$ cat config.mk
export PLATFORM = sky130hd
export DESIGN_NAME = sequence_az
export DESIGN_NICKNAME = d
export VERILOG_FILES = /design/src/rtl/sequence_az_pkg.sv /design/src/rtl/sequence_az_counter_down.sv /design/src/rtl/sequence_az.sv
export SDC_FILE = /design/constraint.sdc
export NUM_CORES = 1
export LEC_CHECK = 0
export CORE_ASPECT_RATIO = 1.1
export CORE_MARGIN = 3
export CORE_UTILIZATION = 51
export CTS_CLUSTER_DIAMETER = 80
export DETAILED_ROUTE_END_ITERATION = 12
export HOLD_SLACK_MARGIN = 0.12
export MAX_ROUTING_LAYER = met4
export PLACE_DENSITY = 0.76
export SLEW_MARGIN = 20
export SYNTH_ARGS = -nofsm -noshare
export SYNTH_HDL_FRONTEND = slang
export SYNTH_SLANG_ARGS = --single-unit
$ cat constraint.sdc
create_clock -name clk -period 12.5 [get_ports clk]
set_clock_uncertainty 0.15 [all_clocks]
set_input_delay 2.5 -clock clk [delete_from_list [all_inputs] [get_ports clk]]
set_output_delay 2.5 -clock clk [all_outputs]
set_load 0.02 [all_outputs]
$ cat src/rtl/sequence_az_pkg.sv
// Shared types and constants for the auto-zero measurement sequencer.
// State encodings are fixed 4-bit codes because they are exported on the monitor bus.
package sequence_az_pkg;

    localparam int         CW_DEFAULT   = 24;
    localparam logic [3:0] MUX_OFF_CODE = 4'b0000;

    typedef enum logic [3:0] {
        ST_IDLE       = 4'd0,
        ST_SIG_SETTLE = 4'd1,
        ST_SIG_ACQ    = 4'd2,
        ST_LO_SETTLE  = 4'd3,
        ST_LO_ACQ     = 4'd4,
        ST_DONE       = 4'd5
    } state_t;

    // Mux codes captured at the start of every measurement cycle.
    typedef struct packed {
        logic [3:0] himux;
        logic [3:0] azmux_sig;
        logic [3:0] azmux_lo;
    } mux_cfg_t;

    function automatic logic is_acq(input state_t s);
        return (s == ST_SIG_ACQ) || (s == ST_LO_ACQ);
    endfunction

    function automatic logic is_settle(input state_t s);
        return (s == ST_SIG_SETTLE) || (s == ST_LO_SETTLE);
    endfunction

endpackage

$ cat src/rtl/sequence_az_counter_down.sv
// Loadable down-counter shared by all timed sequencer states.
// A load of N leaves N-1 in the register (0 behaves as 1); it then counts to 0 and holds.
module sequence_az_counter_down #(
    parameter int CW = 24
) (
    input  logic          clk,
    input  logic          reset_n,
    input  logic          load,
    input  logic [CW-1:0] value,
    output logic          zero
);

    localparam logic [CW-1:0] ONE = CW'(1);

    logic [CW-1:0] count_q;
    logic [CW-1:0] count_d;

    always_comb begin
        count_d = count_q;
        if (load) begin
            count_d = (value == '0) ? '0 : (value - ONE);
        end else if (count_q != '0) begin
            count_d = count_q - ONE;
        end
    end

    always_ff @(posedge clk or negedge reset_n) begin
        if (!reset_n) begin
            count_q <= '0;
        end else begin
            count_q <= count_d;
        end
    end

    assign zero = (count_q == '0);

endmodule

$ cat src/rtl/sequence_az.sv
// Auto-zero measurement sequencer: signal phase then LO phase, one ADC conversion each.
// Every output is a flop loaded from the decoded next state, so outputs track the state register.
module sequence_az
    import sequence_az_pkg::*;
#(
    parameter int         CW      = CW_DEFAULT,
    parameter logic [3:0] MUX_OFF = MUX_OFF_CODE
) (
    input  logic          clk,
    input  logic          reset_n,
    input  logic          enable,
    input  logic [3:0]    p_himux_sel,
    input  logic [3:0]    p_azmux_sig,
    input  logic [3:0]    p_azmux_lo,
    input  logic [CW-1:0] p_clk_count_settle,
    input  logic [CW-1:0] p_clk_count_aperture,
    input  logic          adc_done,
    input  logic          int_clear,
    output logic          adc_start,
    output logic [3:0]    himux,
    output logic [3:0]    azmux,
    output logic          sw_pc_ctl,
    output logic          meas_complete,
    output logic          spi_interrupt,
    output logic [7:0]    meas_count,
    output logic          phase,
    output logic [7:0]    monitor
);

    state_t        state_q,        state_d;
    mux_cfg_t      cfg_q,          cfg_d;
    logic [CW-1:0] settle_q,       settle_d;
    logic [CW-1:0] aperture_q,     aperture_d;
    logic          done_latched_q, done_latched_d;

    logic          adc_start_q,     adc_start_d;
    logic [3:0]    himux_q,         himux_d;
    logic [3:0]    azmux_q,         azmux_d;
    logic          sw_pc_ctl_q,     sw_pc_ctl_d;
    logic          meas_complete_q, meas_complete_d;
    logic          spi_interrupt_q, spi_interrupt_d;
    logic [7:0]    meas_count_q,    meas_count_d;
    logic          phase_q,         phase_d;

    logic          snap;
    logic          entry;
    logic          done_seen;
    logic          cnt_load;
    logic [CW-1:0] cnt_value;
    logic          cnt_zero;

    sequence_az_counter_down #(
        .CW (CW)
    ) u_counter (
        .clk     (clk),
        .reset_n (reset_n),
        .load    (cnt_load),
        .value   (cnt_value),
        .zero    (cnt_zero)
    );

    // A pulse on adc_done during the last aperture clock counts immediately.
    assign done_seen = done_latched_q | adc_done;
    assign snap      = enable && ((state_q == ST_IDLE) || (state_q == ST_DONE));

    always_comb begin
        state_d = state_q;
        if (!enable) begin
            state_d = ST_IDLE;
        end else begin
            unique case (state_q)
                ST_IDLE:       state_d = ST_SIG_SETTLE;
                ST_SIG_SETTLE: if (cnt_zero)              state_d = ST_SIG_ACQ;
                ST_SIG_ACQ:    if (cnt_zero && done_seen) state_d = ST_LO_SETTLE;
                ST_LO_SETTLE:  if (cnt_zero)              state_d = ST_LO_ACQ;
                ST_LO_ACQ:     if (cnt_zero && done_seen) state_d = ST_DONE;
                ST_DONE:       state_d = ST_SIG_SETTLE;
                default:       state_d = ST_IDLE;
            endcase
        end
    end

    // Parameters are frozen for the whole sig+lo cycle so mid-cycle writes wait a cycle.
    always_comb begin
        cfg_d      = cfg_q;
        settle_d   = settle_q;
        aperture_d = aperture_q;
        if (snap) begin
            cfg_d.himux     = p_himux_sel;
            cfg_d.azmux_sig = p_azmux_sig;
            cfg_d.azmux_lo  = p_azmux_lo;
            settle_d        = p_clk_count_settle;
            aperture_d      = p_clk_count_aperture;
        end
    end

    always_comb begin
        entry     = (state_d != state_q);
        cnt_load  = entry;
        cnt_value = is_acq(state_d) ? aperture_d : settle_d;
    end

    always_comb begin
        done_latched_d = 1'b0;
        if (is_acq(state_d) && !entry) begin
            done_latched_d = done_latched_q | adc_done;
        end
    end

    always_comb begin
        himux_d         = MUX_OFF;
        azmux_d         = MUX_OFF;
        sw_pc_ctl_d     = 1'b0;
        phase_d         = 1'b0;
        adc_start_d     = entry && is_acq(state_d);
        meas_complete_d = (state_d == ST_DONE);
        spi_interrupt_d = spi_interrupt_q & ~int_clear;
        meas_count_d    = meas_count_q;

        unique case (state_d)
            ST_SIG_SETTLE, ST_SIG_ACQ: begin
                himux_d     = cfg_d.himux;
                azmux_d     = cfg_d.azmux_sig;
                sw_pc_ctl_d = (state_d == ST_SIG_ACQ);
            end
            ST_LO_SETTLE, ST_LO_ACQ: begin
                himux_d     = cfg_d.himux;
                azmux_d     = cfg_d.azmux_lo;
                sw_pc_ctl_d = (state_d == ST_LO_ACQ);
                phase_d     = 1'b1;
            end
            ST_DONE: begin
                himux_d         = cfg_d.himux;
                azmux_d         = cfg_d.azmux_lo;
                phase_d         = 1'b1;
                spi_interrupt_d = 1'b1;
                meas_count_d    = meas_count_q + 8'd1;
            end
            default: begin
                himux_d = MUX_OFF;
                azmux_d = MUX_OFF;
            end
        endcase
    end

    always_ff @(posedge clk or negedge reset_n) begin
        if (!reset_n) begin
            state_q         <= ST_IDLE;
            cfg_q           <= '0;
            settle_q        <= '0;
            aperture_q      <= '0;
            done_latched_q  <= 1'b0;
            adc_start_q     <= 1'b0;
            himux_q         <= MUX_OFF;
            azmux_q         <= MUX_OFF;
            sw_pc_ctl_q     <= 1'b0;
            meas_complete_q <= 1'b0;
            spi_interrupt_q <= 1'b0;
            meas_count_q    <= 8'd0;
            phase_q         <= 1'b0;
        end else begin
            state_q         <= state_d;
            cfg_q           <= cfg_d;
            settle_q        <= settle_d;
            aperture_q      <= aperture_d;
            done_latched_q  <= done_latched_d;
            adc_start_q     <= adc_start_d;
            himux_q         <= himux_d;
            azmux_q         <= azmux_d;
            sw_pc_ctl_q     <= sw_pc_ctl_d;
            meas_complete_q <= meas_complete_d;
            spi_interrupt_q <= spi_interrupt_d;
            meas_count_q    <= meas_count_d;
            phase_q         <= phase_d;
        end
    end

    assign adc_start     = adc_start_q;
    assign himux         = himux_q;
    assign azmux         = azmux_q;
    assign sw_pc_ctl     = sw_pc_ctl_q;
    assign meas_complete = meas_complete_q;
    assign spi_interrupt = spi_interrupt_q;
    assign meas_count    = meas_count_q;
    assign phase         = phase_q;
    assign monitor       = {state_q, adc_done, adc_start_q, phase_q, sw_pc_ctl_q};

endmodule

==> Word level (Yosys, flattened, before mapping) <==
Cells that the tools add are included.
{ "totals": {"inputBits": 65, "regBits": 110, "word_cells": 69} }
{ "op_classes": {"reduce_logical": 17, "n_mux": 19, "eq_ne": 11, "bitwise": 3, "n_addsub": 3} }
{ "ops": {"columns": ["cell", "count"], "rows": [
  ["$mux 24", 6],
  ["$logic_not 24->1", 2],
  ["$sub 24x1->24 const B", 2],
  ["$mux 4", 6],
  ["$reduce_bool 24->1", 1],
  ["$pmux 4 s5", 1],
  ["$eq 4x2->1 const B", 4],
  ["$eq 4x3->1 const B", 4],
  ["$mux 12", 1],
  ["$add 8x1->8 const B", 1],
  ["$eq 4x1->1 const B", 2],
  ["$pmux 4 s2", 1],
  ["$reduce_or 2->1", 3],
  ["$reduce_or 5->1", 1],
  ["$logic_and 1x1->1", 4],
  ["$logic_not 4->1", 1],
  ["$ne 4x4->1", 1],
  ["$mux 1", 3],
  ["$reduce_or 3->1", 1],
  ["$logic_or 1x1->1", 2],
  ["$pmux 1 s2", 1],
  ["$reduce_bool 2->1", 1],
  ["$and 1x1->1", 1],
  ["$logic_not 1->1", 1],
  ["other kinds (2)", 2]
]} }

==> Depth between registers and ports, before layout <==
{ "logic_depth": {"word_depth": 11, "ltp_mapped": 18, "depth_no_buf": 15} }

==> Cells and area by module <==
A second synthesis with hierarchy kept.
{ "unflattened": {"hier_cells": 470, "hier_area_um2": 5606.6} }
{ "by_module_without_submodules": {"columns": ["mod", "instances", "cells_per_inst", "area_per_inst_um2", "seq_area_each_um2"], "rows": [
  ["sequence_az", 1, 265, 3816.2, 2152.1],
  ["sequence_az_counter_down", 1, 205, 1790.5, 600.6]
]} }

==> Worst setup path before layout <==
No wires, ideal clock.
{ "synth_path": {"path_type": "input to register", "from": "input port enable", "to": "register u_counter.count_q[14]", "cell_stages": 15, "arrival_ps": 5536, "n_path_buf": 4, "setup_ps": 140, "setup_slack_ps": 6673, "path_cell_list": "nor3b_4 nand2_4 buf_6 buf_2 buf_2 buf_1 mux2_2 mux2i_1 ha_1 inv_1 a211oi_2 nor2_1 or4_1 a21oi_1 o32ai_1"} }
{ "synth_via": {"elab_cells_between_ends": 14, "classes_between": "1 x add/sub; 3 x eq/ne; 6 x mux; 4 x reduce/logical"} }
{ "synth_rtl": {"columns": ["element", "line", "rtl"], "rows": [
  ["start, declared", "sequence_az.sv:11", "input logic enable,"],
  ["$logic_and 1x1->1 *", "sequence_az.sv:64", "assign snap = enable && ((state_q == ST_IDLE) || (state_q == ST_DONE));"],
  ["$mux 24 *", "sequence_az.sv:88", "if (snap) begin"],
  ["via settle_d[0]", "sequence_az.sv:32", "logic [CW-1:0] settle_q, settle_d;"],
  ["$mux 24 *", "sequence_az.sv:100", "cnt_value = is_acq(state_d) ? aperture_d : settle_d;"],
  ["$sub 24x1->24 / $logic_not 24->1 (equally long branches)", "sequence_az_counter_down.sv:21", "count_d = (value == '0) ? '0 : (value - ONE);"],
  ["$mux 24 *", "sequence_az_counter_down.sv:21", null],
  ["$mux 24 *", "sequence_az_counter_down.sv:20", "if (load) begin"],
  ["end signal, assigned", "sequence_az_counter_down.sv:31", "count_q <= count_d;"],
  ["end, declared", "sequence_az_counter_down.sv:15", "logic [CW-1:0] count_q;"]
]} }
The timed path passes the listed nets; every way through them passes the cells marked *.
A chain may end at the register's enable or synchronous reset.

==> Worst setup path in the final report <==
{ "layout_path": {"from": "input port enable", "to": "register u_counter.count_q[14]"} }
{ "layout_via": {"elab_chain_len": 7, "elab_cells_between_ends": 14, "classes_between": "1 x add/sub; 3 x eq/ne; 6 x mux; 4 x reduce/logical"} }
{ "layout_lines": {"columns": ["element", "line", "rtl"], "rows": [
  ["$mux 4", "sequence_az.sv:68", "if (!enable) begin"],
  ["$eq 4x2->1 / $eq 4x3->1 (equally long branches)", "sequence_az_pkg.sv:25", "return (s == ST_SIG_ACQ) || (s == ST_LO_ACQ);"],
  ["$logic_or 1x1->1", "sequence_az_pkg.sv:25", null],
  ["$mux 24", "sequence_az.sv:100", null],
  ["$sub 24x1->24 / $logic_not 24->1 (equally long branches)", "sequence_az_counter_down.sv:21", null],
  ["$mux 24", "sequence_az_counter_down.sv:21", null],
  ["$mux 24", "sequence_az_counter_down.sv:20", null]
]} }
Parallel ways exist; a longest one is shown, timed or not.

==> flow_summary.yaml <==
run_status:
  status: "completed"
sta:
  rsz0062_at_grt: "false"
  fin_crit_sh: 0.531
  finalMaxSlewViolations: 0
  slew-limit-headroom: 0.368
  fmax_mhz: 151
  setup_tns_ns: 0
  finalSetupViolCount: 0
  holdWs_ns: 0.318
  hold_viol: 0
  max_slew.worst_pin.slew_ns: 0.922
  post-route-min-period_ns: 6.63
routing:
  wl_per_cell_um: 19.3
  via_per_inst: 5.96
  drt_drc_violations_left: 0
  routed_wl_um: 17000
  route.vias.total: 5266
  initialDrtViolationCount: 277
  drtPass1Iterations: 5
  antenna_left: 0
cts:
  clock-sinks: 110
  htree_levels: 3
  cts_tree: "built"
  clk_pin_slew_ns: 0.08
  cts_inserted_buffers: 9
  ctsResizeCount: 0
  ctsLongestPathBuffers: 2
  post_cts_buffers: 0
  clk_latency_ns: 0.36
  clock-root-buffer: "clkbuf_16"
  cts_hold_buf: 0
critical_path:
  critPathArrivalTime_ns: 6.68
  slowest_delay_ns: 0.63
  rr_startpoint: "u_counter.count_q[0]$_DFFE_PN0P_"
  critPathMaxFanout: 29
  setup.worst_path.class: "in -> reg"
  r2r_cells: 15
  crit_buf_inv: 3
  worstPathRequired_ns: 12.55
  crit_top_cell: "a21oi_1"
  crit_path_end_kind: "flip-flop"
  critPathSlowestCell: "a21oi_1"
  r2r_setup_slack_ns: 7.87
  startpoint_type: "input pin"
  path_delay_family: "compound AO/OA/AOI/OAI gates"
  r2r_end: "u_counter.count_q[14]$_DFFE_PN0P_"
  path_cells: "clkdlybuf4s50_1 > nand2b_1 > a21oi_1 > o211a_4 > nor2_8 > inv_2 > mux2i_1 > ha_1 > inv_1 > a211oi_2 > nor2_1 > or4_1 > a21oi_1 > o32ai_1"
logic_synthesis:
  ys_ff_latch: 110
  mappedNetlistArea_um2: 6370
  synth_seq_area_share: 0.432
  yosys.cell_types.count: 73
  synthCells: 651
  async_flop_share: 1.00
  ys_warn_count: 0
  synth_ff_type: "dfrtp_1"
  syn_area_per_cell_um2: 9.78
  synth_edf_count: 0
  syn-num-nets: 720
place:
  place.port_buffers: 93
  place.gp.congestion: 0.920
  detailed_place_hpwl_um: 12700
job:
  drv_cap: 0
power_and_ir_drop:
  peakVddDrop_mv: 0.0701
  total_power_w: 0.000983
  static-leakage-power_nw: 3.19
  power.density_nw_per_um2: 129
floorplan:
  core_area_um2: 12100
  fp.dieH_um: 123
  die-area_um2: 13900
  fp.dieW_um: 113
  initial_core_util: 0.525
  num_rows: 42
  ioPinCount: 94
final_layout:
  layout-drive-gt1-share: 0.117
  area_delta_synth_final_pct: 19.7
  nNetsFinal: 793
  antenna_cells: 0
  layout_common_cells: "dfrtp_1, clkdlybuf4s50_1, nand2_1"
  final_common_cell: "dfrtp_1"
global_routing:
  grt_pass1_wl_um: 27300
  track_usage: 0.254
  grt_max_degree: 72
  grt_antenna_before_repair: 0
  overflow: 0
  grt_pass1_vias: 5314
worst_hold_path:
  hold_path.class: "reg -> reg"
  hold_path_depth: 1
  min_to: "meas_count[7]$_DFFE_PN0P_"
  min_from: "meas_count[7]$_DFFE_PN0P_"
## per-stage QoR
| stage | instance area [um^2] | utilization | setup WS (ns) | instances |
|---|---|---|---|---|
| 2_1_floorplan | 6370 | - | 6.67 | 651 |
| 6_report | 7620 | 0.628 | 5.87 | 883 |
| 5_1_grt | 7620 | 0.628 | 5.65 | 883 |
| 3_5_place_dp | 7330 | 0.604 | 5.59 | 867 |
| 4_1_cts | 7620 | 0.628 | 5.93 | 883 |
| 3_3_place_gp | 7330 | 0.604 | 5.67 | 867 |
## state kept, by name, summed over array words and instances (netlist names)
register and flops:
spi_interrupt 1, settle_q 24, azmux 4, u_counter.count_q 24
state_q 4, sw_pc_ctl 1, meas_complete 1, meas_count 8
phase 1, himux 4, aperture_q 24, done_latched_q 1
cfg_q 12, adc_start 1
## kinds of logic after synthesis
family,Yosys count,share of synthesized area
flip-flops,110,0.432
AO/OA/AOI/OAI,116,0.125
adder cells (fa/ha/maj),5,0.00943
AND/OR/NAND/NOR,258,0.222
XOR/XNOR,46,0.0644
other,1,0.000589
buffers and inverters,54,0.0409
multiplexers,61,0.106
## cell usage after synthesis (5+ instances only)
library cell,instances,area share
dfrtp_1,110,0.43
nand2_1,79,0.047
nor2_1,50,0.029
mux2_2,36,0.064
a21oi_1,26,0.020
xnor2_1,26,0.036
nor3_1,22,0.017
o21ai_0,22,0.017
mux2i_1,21,0.033
inv_1,19,0.011
xor2_1,19,0.026
nor4_1,14,0.014
buf_2,13,0.010
or3_1,13,0.013
nand3_1,12,0.0094
o22ai_1,11,0.011
or4_1,10,0.012
clkbuf_1,9,0.0053
nand4_1,9,0.0088
o31ai_1,8,0.0094
and2_1,7,0.0069
o32ai_1,7,0.0096
a31o_2,6,0.0082
and4_1,6,0.0082
a22o_1,5,0.0069
and3_1,5,0.0049
buf_4,5,0.0059
nand2b_1,5,0.0049
## area by class of cell
type | instances | area (um^2)
clock inverter | 4 | 36.3
sequential | 110 | 2750
tap | 154 | 193
inverter | 20 | 75.1
timing repair buffer | 96 | 951
clock buffer | 12 | 256
multi-input combinational | 487 | 3360
fill | 1024 | 4520
## power breakdown
| part | internal [W] | switching (W) | total [W] |
|---|---|---|---|
| combinational | 0.000112 | 0.000130 | 0.000242 |
| clock | 0.000149 | 0.000138 | 0.000287 |
| sequential | 0.000409 | 0.0000445 | 0.000454 |
| total | 0.000671 | 0.000313 | 0.000983 |
## how the worst max path moves through the flow
stage	endpoint	cells past startpoint	from
finish	u_counter.count_q[14]$_DFFE_PN0P_	14	enable
global route	u_counter.count_q[10]$_DFFE_PN0P_	14	enable
CTS	u_counter.count_q[14]$_DFFE_PN0P_	14	enable
detailed placement	u_counter.count_q[14]$_DFFE_PN0P_	14	enable
global placement	u_counter.count_q[14]$_DFFE_PN0P_	14	enable
floorplan	u_counter.count_q[14]$_DFFE_PN0P_	15	enable
## per-layer routing
layer | wire [um] | vias to the layer above | track usage
met1 | 7040 | 2609 | 0.301
met3 | 652 | 24 | 0.0343
met4 | 323 | 0 | 0.0729
li1 | - | 2494 | -
met2 | 9020 | 139 | 0.456
met5 | 0 | - | -
Power figures use the tool's default switching activity.
